## src/rtl/secded_pkg.sv

```systemverilog
// rtl/secded_pkg.sv - shared constants for the SECDED encoder
//
// Holds the fixed widths, the data-index to codeword-position map, the
// Hamming parity positions and, for each parity bit, the set of codeword
// positions it covers. Position p of the codeword lives at out_code[p].
// Position 0 holds the overall parity.

package secded_pkg;

  localparam int DATA_W = 26;
  localparam int CODE_W = 32;
  localparam int NPAR   = 5;

  // Data bits fill the non-power-of-two positions in ascending order.
  localparam int DATA_POS [DATA_W] = '{
     3,  5,  6,  7,  9, 10, 11, 12, 13, 14, 15, 17, 18,
    19, 20, 21, 22, 23, 24, 25, 26, 27, 28, 29, 30, 31
  };

  localparam int PARITY_POS [NPAR] = '{1, 2, 4, 8, 16};

  // Bit p is set when position p has bit k of its index set.
  localparam logic [CODE_W-1:0] PARITY_COVER [NPAR] = '{
    32'hAAAA_AAAA, 32'hCCCC_CCCC, 32'hF0F0_F0F0, 32'hFF00_FF00, 32'hFFFF_0000
  };

endpackage

```

## src/rtl/secded_parity.sv

```systemverilog
// rtl/secded_parity.sv - combinational Hamming word builder
//
// Scatters the 26 data bits into codeword positions 1..31 and fills the
// five parity positions so every parity group has even parity.
//
// Ports:
//   data  in   DATA_W     data word
//   ham   out  [31:1]     Hamming word, bit p = codeword position p

module secded_parity
  import secded_pkg::*;
(
  input  logic [DATA_W-1:0]   data,
  output logic [CODE_W-1:1]   ham
);

  // data_word carries only data bits (parity positions zero), par_word only
  // parity bits; the two are disjoint so OR-ing them forms the Hamming word.
  logic [CODE_W-1:1] data_word;
  logic [CODE_W-1:1] par_word;

  for (genvar i = 0; i < DATA_W; i++) begin : g_data
    assign data_word[DATA_POS[i]] = data[i];
    assign par_word[DATA_POS[i]]  = 1'b0;
  end

  for (genvar k = 0; k < NPAR; k++) begin : g_par
    assign data_word[PARITY_POS[k]] = 1'b0;
    assign par_word[PARITY_POS[k]]  = ^(data_word & PARITY_COVER[k][CODE_W-1:1]);
  end

  assign ham = data_word | par_word;

endmodule

```

## src/rtl/secded_encoder.sv

```systemverilog
// rtl/secded_encoder.sv - two-stage streaming SECDED (extended Hamming) encoder
//
// Stage 1 registers the Hamming word (positions 1..31); stage 2 adds the
// overall parity at position 0 and holds the output codeword. Ready is a
// combinational chain back from the output with no skid buffer.
//
// Optional feature macro: SECDED_ERR_INJ_EN (adds error-injection ports).
//
// Ports:
//   clk          in   1       clock, rising edge
//   rst          in   1       synchronous active-high reset
//   in_valid     in   1       in_data valid
//   in_ready     out  1       encoder accepts a word this cycle
//   in_data      in   26      data word
//   out_valid    out  1       out_code valid
//   out_ready    in   1       downstream accepts codeword
//   out_code     out  32      codeword
//   word_count   out  CNT_W   codewords emitted since reset (wraps)
//   inj_arm      in   1       (SECDED_ERR_INJ_EN) latch inj_mask, arm injection
//   inj_mask     in   32      (SECDED_ERR_INJ_EN) codeword bits to flip
//   inj_pending  out  1       (SECDED_ERR_INJ_EN) injection armed, not yet applied

module secded_encoder
  import secded_pkg::*;
#(
  parameter int CNT_W = 16
)
(
  input  logic               clk,
  input  logic               rst,
  input  logic               in_valid,
  output logic               in_ready,
  input  logic [DATA_W-1:0]  in_data,
  output logic               out_valid,
  input  logic               out_ready,
  output logic [CODE_W-1:0]  out_code,
  output logic [CNT_W-1:0]   word_count
`ifdef SECDED_ERR_INJ_EN
  ,
  input  logic               inj_arm,
  input  logic [CODE_W-1:0]  inj_mask,
  output logic               inj_pending
`endif
);

  logic              s1_valid;
  logic [CODE_W-1:1] s1_ham;
  logic [CODE_W-1:1] ham_next;
  logic              s2_load;
  logic              s1_adv;
  logic [CODE_W-1:0] flip;

  secded_parity u_parity (
    .data (in_data),
    .ham  (ham_next)
  );

  assign s2_load  = !out_valid || out_ready;
  assign s1_adv   = !s1_valid || s2_load;
  assign in_ready = !rst && s1_adv;

`ifdef SECDED_ERR_INJ_EN
  logic [CODE_W-1:0] inj_mask_q;

  assign flip = inj_pending ? inj_mask_q : '0;

  // A fresh arm wins over the clear so an arm on the consuming edge stays armed.
  always_ff @(posedge clk) begin
    if (rst) begin
      inj_pending <= 1'b0;
      inj_mask_q  <= '0;
    end else begin
      if (s2_load && s1_valid) begin
        inj_pending <= 1'b0;
      end
      if (inj_arm) begin
        inj_pending <= 1'b1;
        inj_mask_q  <= inj_mask;
      end
    end
  end
`else
  assign flip = '0;
`endif

  always_ff @(posedge clk) begin
    if (rst) begin
      s1_valid   <= 1'b0;
      s1_ham     <= '0;
      out_valid  <= 1'b0;
      out_code   <= '0;
      word_count <= '0;
    end else begin
      if (s1_adv) begin
        s1_valid <= in_valid;
        if (in_valid) begin
          s1_ham <= ham_next;
        end
      end
      if (s2_load) begin
        out_valid <= s1_valid;
        if (s1_valid) begin
          out_code <= {s1_ham, ^s1_ham} ^ flip;
        end
      end
      if (out_valid && out_ready) begin
        word_count <= word_count + CNT_W'(1);
      end
    end
  end

endmodule

```

## config.mk

```make
export PLATFORM = sky130hd
export DESIGN_NAME = secded_encoder
export DESIGN_NICKNAME = d
export VERILOG_FILES = /design/src/rtl/secded_pkg.sv /design/src/rtl/secded_parity.sv /design/src/rtl/secded_encoder.sv
export SDC_FILE = /design/constraint.sdc
export NUM_CORES = 1
export LEC_CHECK = 0
export CAP_MARGIN = 20
export CORE_UTILIZATION = 46
export CTS_CLUSTER_SIZE = 10
export DETAILED_ROUTE_END_ITERATION = 8
export GPL_ROUTABILITY_DRIVEN = 0
export HOLD_SLACK_MARGIN = 0.03
export PLACE_DENSITY = 0.74
export RECOVER_POWER = 100
export SLEW_MARGIN = 25
export SYNTH_ARGS = -nofsm -noshare
export SYNTH_HDL_FRONTEND = slang
export SYNTH_SLANG_ARGS = --single-unit
```

## constraint.sdc

```tcl
create_clock -name clk -period 1.6 [get_ports clk]
set_input_delay 0.24 -clock clk [delete_from_list [all_inputs] [get_ports clk]]
set_output_delay 0.24 -clock clk [all_outputs]
set_load 0.01 [all_outputs]
```

Yosys cells after proc, flatten, opt, wreduce, memory -nomap -nowiden. Cells that the tools add are included.

Bits of input ports: 30. Logic and storage cells: 22. Flip-flop bits (word level): 81.

Add/subtract/negate cells: 1. Reductions and logical operators: 15. Bitwise logic cells: 1.

Operators with widths (number): 31-bit XOR reduction (6); 31-bit by 16-bit OR with 31-bit output (1); 16-bit by 1-bit adder with 16-bit output, second input constant (1); 2-bit AND reduction (2); 1-bit logical NOT (3); 1-bit logical AND (2); 1-bit logical OR (2).

Logic depth before layout (Yosys ltp).
Depth in word-level cells: 4. Depth in mapped cells: 7.

Cells and area by module. A second synthesis with hierarchy kept.

Cells, all modules: 464. Area, all modules: 3828.7 um^2.

Modules (own cells, without submodules): secded_encoder (cells an instance 393, instances 1, sequential area each 1621.6 um^2, area each 3204.3 um^2); secded_parity (cells an instance 71, instances 1, sequential area each 0.0 um^2, area each 624.3 um^2).

Least setup slack after synthesis. Ideal clock, no wire load.

Kind: register to register. From: register s1_ham[23] in the netlist's numbering. To: register out_code[0]. Required time: 1515 ps. Setup time: 85 ps. Clock period less this slack: 1716 ps. Setup slack: -116 ps. Data arrival time: 1631 ps. Cell stages (with the launch flop): 6. Buffers on the path: 0. Cell sequence: dfxtp_1 -> xnor3_1 -> xnor3_1 -> xnor3_1 -> xnor3_1 -> o31ai_2.

Cells in the longest elaborated chain, start to end: 1.

RTL lines: start: declaration (line secded_encoder.sv:47) `logic [CODE_W-1:1] s1_ham;`; start signal: assignment (line secded_encoder.sv:97) `s1_ham <= ham_next;`; 31-bit XOR reduction (line secded_encoder.sv:103) `out_code <= {s1_ham, ^s1_ham} ^ flip;`; end signal: assignment (line secded_encoder.sv:103); end: declaration (line secded_encoder.sv:36) `output logic [CODE_W-1:0] out_code,`.

Every way passes these cells. A chain may end at the register's enable or synchronous reset.

Final worst setup path.
From: register s1_ham[25] in the netlist's numbering. To: register out_code[0].

Same word-level chain as after synthesis.

==> flow_metrics.env <==
export IMPL_cp_data_required_time_ps=1870
export IMPL_core_um2=7730
export IMPL_grt_max_degree=84
export IMPL_diodes=0
export IMPL_final_core_util_pct=67.9
export IMPL_synth_ff_latch_count=81
export IMPL_vias=3220
export IMPL_violations="setup timing"
export IMPL_reg2reg_from="s1_ham[25]"
export IMPL_port_buffer_count=79
export IMPL_min_to="s1_ham[23]"
export IMPL_die_area_um2=8370
export IMPL_crit_buf_inv=0
export IMPL_synth_top_area_share_pct=44.0
export IMPL_synth_async_reset_ratio_pct=0
export IMPL_grt_overflow=0
export IMPL_path_max_fanout=2
export IMPL_final_cells=654
export IMPL_ant_nets=0
export IMPL_yosysSeqAreaShare_pct=44.0
export IMPL_slew_viol_final=0
export IMPL_path_clk_slew_ps=80
export IMPL_ys_warn_count=0
export IMPL_chipWidth_um=91.5
export IMPL_dpl_cell_area_um2=4930
export IMPL_p_per_area_nw_per_um2=985
export IMPL_syn_area_um2=3680
export IMPL_drt_pass1_iter_count=4
export IMPL_hpwl_um=6070
export IMPL_placed_cells=634
export IMPL_synth_flop_cell="dfxtp_1"
export IMPL_drc=0
export IMPL_drive_above_1_share_pct=15.6
export IMPL_drt_initial_drc_count=115
export IMPL_slew_headroom_pct=76.9
export IMPL_rsz0062_at_grt="true"
export IMPL_worst_path_stages=5
export IMPL_cap_violations=0
export IMPL_tightest_slew_ps=345
export IMPL_syn_inst=430
export IMPL_syn_nets=461
export IMPL_clock_latency_ps=350
export IMPL_fmax_ghz=0.593
export IMPL_crit_slowest_cell="xnor3_1"
export IMPL_cts_root_buf="clkbuf_8"
export IMPL_synth_edf_count=0
export IMPL_critPathTopFamily="XOR/XNOR gates"
export IMPL_die_h_um=91.5
export IMPL_vdd_drop_max_v=0.000485
export IMPL_rows=32
export IMPL_wl_per_cell_um=13.6
export IMPL_design_area_um2=5250
export IMPL_reg2reg_setup_slack_ps=-90
export IMPL_clock_sinks=81
export IMPL_finalHoldViolCount=0
export IMPL_grt_pass1_wl_um=14200
export IMPL_htree_levels=3
export IMPL_end_kind="flop"
export IMPL_start_util_pct=47.7
export IMPL_synth_area_top_cells="dfxtp_1 44%, xnor2_1 13%, nand2_1 13%"
export IMPL_antenna_found_initial=0
export IMPL_crit_top_cell="xnor3_1"
export IMPL_synth_top_cell_by_area="dfxtp_1"
export IMPL_path_cells="xnor3_1 -> xnor3_1 -> xnor3_1 -> xnor3_1 -> o31ai_2"
export IMPL_crit_start="s1_ham[25]"
export IMPL_max_stage_delay_ps=410
export IMPL_min_period_ps=1690
export IMPL_cts_buffers=9
export IMPL_layout_setup_ws_ps=-87.3
export IMPL_clock_skew_ps=11.7
export IMPL_worstSetupPathType="flop to flop"
export IMPL_cts_hold_buf=0
export IMPL_area_growth_syn_to_layout_pct=42.5
export IMPL_syn_area_per_cell_um2=8.57
export IMPL_pre_cts_slack_ps=-549
export IMPL_fin_crit_sh_pct=105
export IMPL_r2r_end="out_code[0]"
export IMPL_worst_r2r_cell_count=5
export IMPL_leakage_nw=2.16
export IMPL_routed_via_density=4.92
export IMPL_setup_viol=2
export IMPL_nNetsFinal=578
export IMPL_synth_cell_types=25
export IMPL_hold_depth=3
export IMPL_outcome="complete, but fails checks"
export IMPL_drt_wl_total_um=8910
export IMPL_clockBufferDepth=2
export IMPL_min_path_type="input port to flop"
export IMPL_cts_tree="done"
export IMPL_grt_usage_pct=21.5
export IMPL_grt_pass1_vias=3006
export IMPL_arrival_ps=1960
export IMPL_worstSetupStartpointType="flop"
export IMPL_pin_count=80
export IMPL_hold_start="in_data[17]"
==> cell families after synthesis <==
kind of cell	count (synthesis)	synth area share [%]
AO/OA/AOI/OAI	72	9.99
flip-flops	81	44.0
XOR/XNOR	78	23.7
buffers and inverters	29	2.96
adder cells (fa/ha/maj)	1	0.340
AND/OR/NAND/NOR	169	19.0
==> final cells by class <==
cell class              count  area, um^2
clock buffers              12         155
inverters                   5        18.8
multi-input cells         320        2080
flip-flops and latches     81        1630
well taps                 102         128
fillers                   622        2480
repair buffers            130        1190
clock inverters             4        48.8
==> power breakdown <==
group	leakage (nW)	internal, mW	switching [mW]
sequential	0.662	2.13	0.0868
combinational	1.39	0.851	0.567
clock	0.107	0.808	0.726
total	2.16	3.79	1.38
==> Yosys cell counts (2+ instances only) <==
| cell type | instances |
|---|---|
| or3_1 | 4 |
| xor3_1 | 2 |
| xor2_1 | 10 |
| nand2_1 | 125 |
| nor2b_1 | 2 |
| xnor2_1 | 54 |
| nor2_1 | 16 |
| dfxtp_1 | 81 |
| nand2b_1 | 3 |
| and3_1 | 2 |
| nand3_1 | 3 |
| inv_1 | 5 |
| a21oi_1 | 65 |
| nand3b_1 | 4 |
| o21ai_0 | 5 |
| xnor3_1 | 11 |
| nand4_1 | 3 |
| clkbuf_1 | 24 |
| nor3_1 | 4 |
| and2_1 | 2 |
==> worst max path at each step <==
stage,to,slack (ps)
after floorplan,word_count[15],30
after global placement,s1_ham[4],-500
after detailed placement,s1_ham[2],-550
after CTS,out_code[0],-110
after global routing,out_code[0],-130
final,out_code[0],-90
==> cell usage in the layout, fill, tap and decap left out, drive strengths merged, types with 8 or more instances in the layout <==
cell type / n
nand2: 125
dfxtp: 81
a21oi: 65
xnor2: 55
buf: 45
clkdlybuf4s50: 44
dlygate4sd3: 19
clkbuf: 19
nor2: 16
xnor3: 11
xor2: 10
dlygate4sd2: 8
==> metrics by stage <==
| step | TNS, ps | total power, mW | hold WS, ps |
|---|---|---|---|
| after global routing | -1120 | 5.38 | 286 |
| after detailed placement | -7660 | 3.61 | 446 |
| after floorplan | 0 | 3.13 | 357 |
| final | -114 | 5.17 | 258 |
| after global placement | -6310 | 3.59 | 442 |
| after CTS | -111 | 5.17 | 311 |
==> worst register-to-register path, delay by kind of cell (launching register included) <==
kind | cells | cell delay, ps
compound gates | 1 | 170
xor+xnor | 4 | 1110
flops | 1 | 340
==> routing by layer <==
layer	global-route usage, %	routed length [um]	vias to the layer above
li1	-	-	1622
met1	27.7	4060	1509
met2	36.0	4380	84
met3	4.77	426	5
met4	6.61	49	0
met5	0	0	-
==> repair_timing <==
item,CTS,global route
pin swaps,7,6
endpoints found under the hold margin,0,0
setup buffers,2,2
gates resized for setup,13,26
gates cloned,0,0
setup endpoints to repair,9,16
==> registers in the layout, summed over array words and instances (netlist names) <==
register / count
s1_ham: 31
s1_valid: 1
out_code: 32
out_valid: 1
word_count: 16
(Power assumes the default switching activity.)
==> edit (same flow settings) <==
Set the parameter `CNT_W` to 24 (it was 16).
--- a/src/rtl/secded_encoder.sv
+++ b/src/rtl/secded_encoder.sv
@@ -23,7 +23,7 @@
 module secded_encoder
   import secded_pkg::*;
 #(
-  parameter int CNT_W = 16
+  parameter int CNT_W = 24
 )
 (
   input  logic               clk,
Ports: changed (resized word_count); port bits go from 80 to 88. The function was not compared with the original's and may differ.
==> edit against the original RTL <==
  * The flow still finishes with violations (setup timing)
  * Final area rose by 9.8%
  * Setup slack got worse by 0.045 ns
  * Global-route usage barely moved
  * Synthesized area rose by 10%
  * Sequential cell count rose by 8
  * Power rose by 7.7%
  * Wire length rose by 9.3%
  * Highest routed layer unchanged
==> edit: results (changes against the original RTL) <==
Leading cell types by count after synthesis -> sky130_fd_sc_hd__nand2_1 (133), sky130_fd_sc_hd__dfxtp_1 (89), sky130_fd_sc_hd__a21oi_1 (65), sky130_fd_sc_hd__xnor2_1 (42), sky130_fd_sc_hd__nor2_1 (29)
Violated checks -> setup timing
Per-cell routed wire length -> 13.9 um (+1.8%)
Clock skew after layout -> 0.00713 ns (-0.00459 ns)
Nets -> 623 (+7.8%)
Maximum number of pins on one net before global-route repair -> 91 (+8.3%)
Final Setup Violations -> 2 (unchanged)
Layout cell share with drive strength beyond 1 -> 0.161 (+0.00501)
Part of the power in registers -> 0.433 (+0.004)
Leakage power -> 2.51 nW (+16%)
Post-synthesis cell type count -> 26 (+4.0%)
Clock network fraction of design power -> 0.315 (+0.018)
IR Drop Worst-Case VDD -> 491 uV (+1.2%)
Total global-route track usage -> 0.215 (about the same)
Met2 wire length -> 4730 um (+8.1%)
Vias -> 3531 (+9.7%)
Setup Fix Bufs, Post-CTS -> 0 (-2)
Met2 GRT Util -> 0.351 (-0.00859)
Internal power -> 4.09 mW (+7.9%)
Routed met3 length -> 412 um (-3.3%)
Top cells by area in the synthesized netlist -> sky130_fd_sc_hd__dfxtp_1 (44%), sky130_fd_sc_hd__nand2_1 (12%), sky130_fd_sc_hd__xnor3_1 (11%)
Critical path's largest stage delay -> 0.39 ns (-0.02 ns)
Hold slack final -> 0.223 ns (-0.0350 ns)
Buffers on Ports -> 87 (+10%)
Regs by FF count -> out_code (32), s1_ham (31), word_count (24)
Iter 0 DRT Violations -> 145 (+26%)
Met1 Routed Length -> 4460 um (+9.8%)
Number of nets produced by synthesis -> 494 (+7.2%)
Yosys synthesis warning count -> 0 (unchanged)
Vias in the first global route -> 3258 (+8.4%)
Met1 track demand over resource in global routing -> 0.283 (+0.00687)
Global-route wire length before repair -> 15200 um (+7.2%)
Post-route setup slack -> -0.132 ns (-0.0450 ns)
Run status -> finished, violations left
Worst setup path start -> s1_ham[23]
Total negative setup slack -> -0.140 ns (-0.0258 ns)
Max-capacitance violation count -> 0 (unchanged)
==> edit: changes by cell type after synthesis, sizes merged, moves of 7 or more <==
cell / delta
nor2: +13
xnor2: -12
dfxtp: +8
xnor3: +8
xor2: +12
nand3: +7
nand2: +8
==> edit: worst min-delay path by stage <==
stage            startpoint           end
2_1_floorplan      in_valid      s1_valid
3_3_place_gp   out_code[20]  out_code[20]
3_5_place_dp   out_code[23]  out_code[23]
4_1_cts         in_data[24]    s1_ham[30]
5_1_grt         in_data[25]    s1_ham[31]
6_report        in_data[25]    s1_ham[31]
==> edit: through the flow <==
stage	cells	cell area, um^2	utilization	power, mW	setup slack (ns)
6_report	702	5760	0.688	5.56	-0.132
3_5_place_dp	686	5440	0.648	3.83	-0.455
3_3_place_gp	686	5440	0.648	3.81	-0.442
2_1_floorplan	463	4080	-	3.37	0.0333
4_1_cts	702	5660	0.675	5.56	-0.141
5_1_grt	702	5760	0.688	5.82	-0.186
==> edit: tightest hold or removal path: cells and delay by family <==
family | cells | cell delay (ns)
buffers and inverters | 1 | 0.16
AND/OR/NAND/NOR | 1 | 0.08
AO/OA/AOI/OAI | 1 | 0.05
==> edit: cell families after synthesis <==
kind of cell,count (synthesis),share of synthesized area
AOI/OAI and AO/OA,67,0.0843
muxes,1,0.00246
adders and majority gates,1,0.00308
and+or+nand+nor,196,0.201
xor gates and xnor gates,84,0.247
buffers and inverters,25,0.0240
DFF,89,0.438
==> edit: area by class of cell <==
class	instances	area, um^2
fill	658	2620
multi-input combinational	349	2270
sequential	89	1800
timing repair buffer	141	1330
tap	105	131
clock buffer	9	124
clock inverter	7	103
inverter	2	7.51
==> edit: timing repair <==
action	4_1_cts	5_1_grt
pin swaps	4	12
resized for setup	20	32
endpoints found under the setup margin	16	27
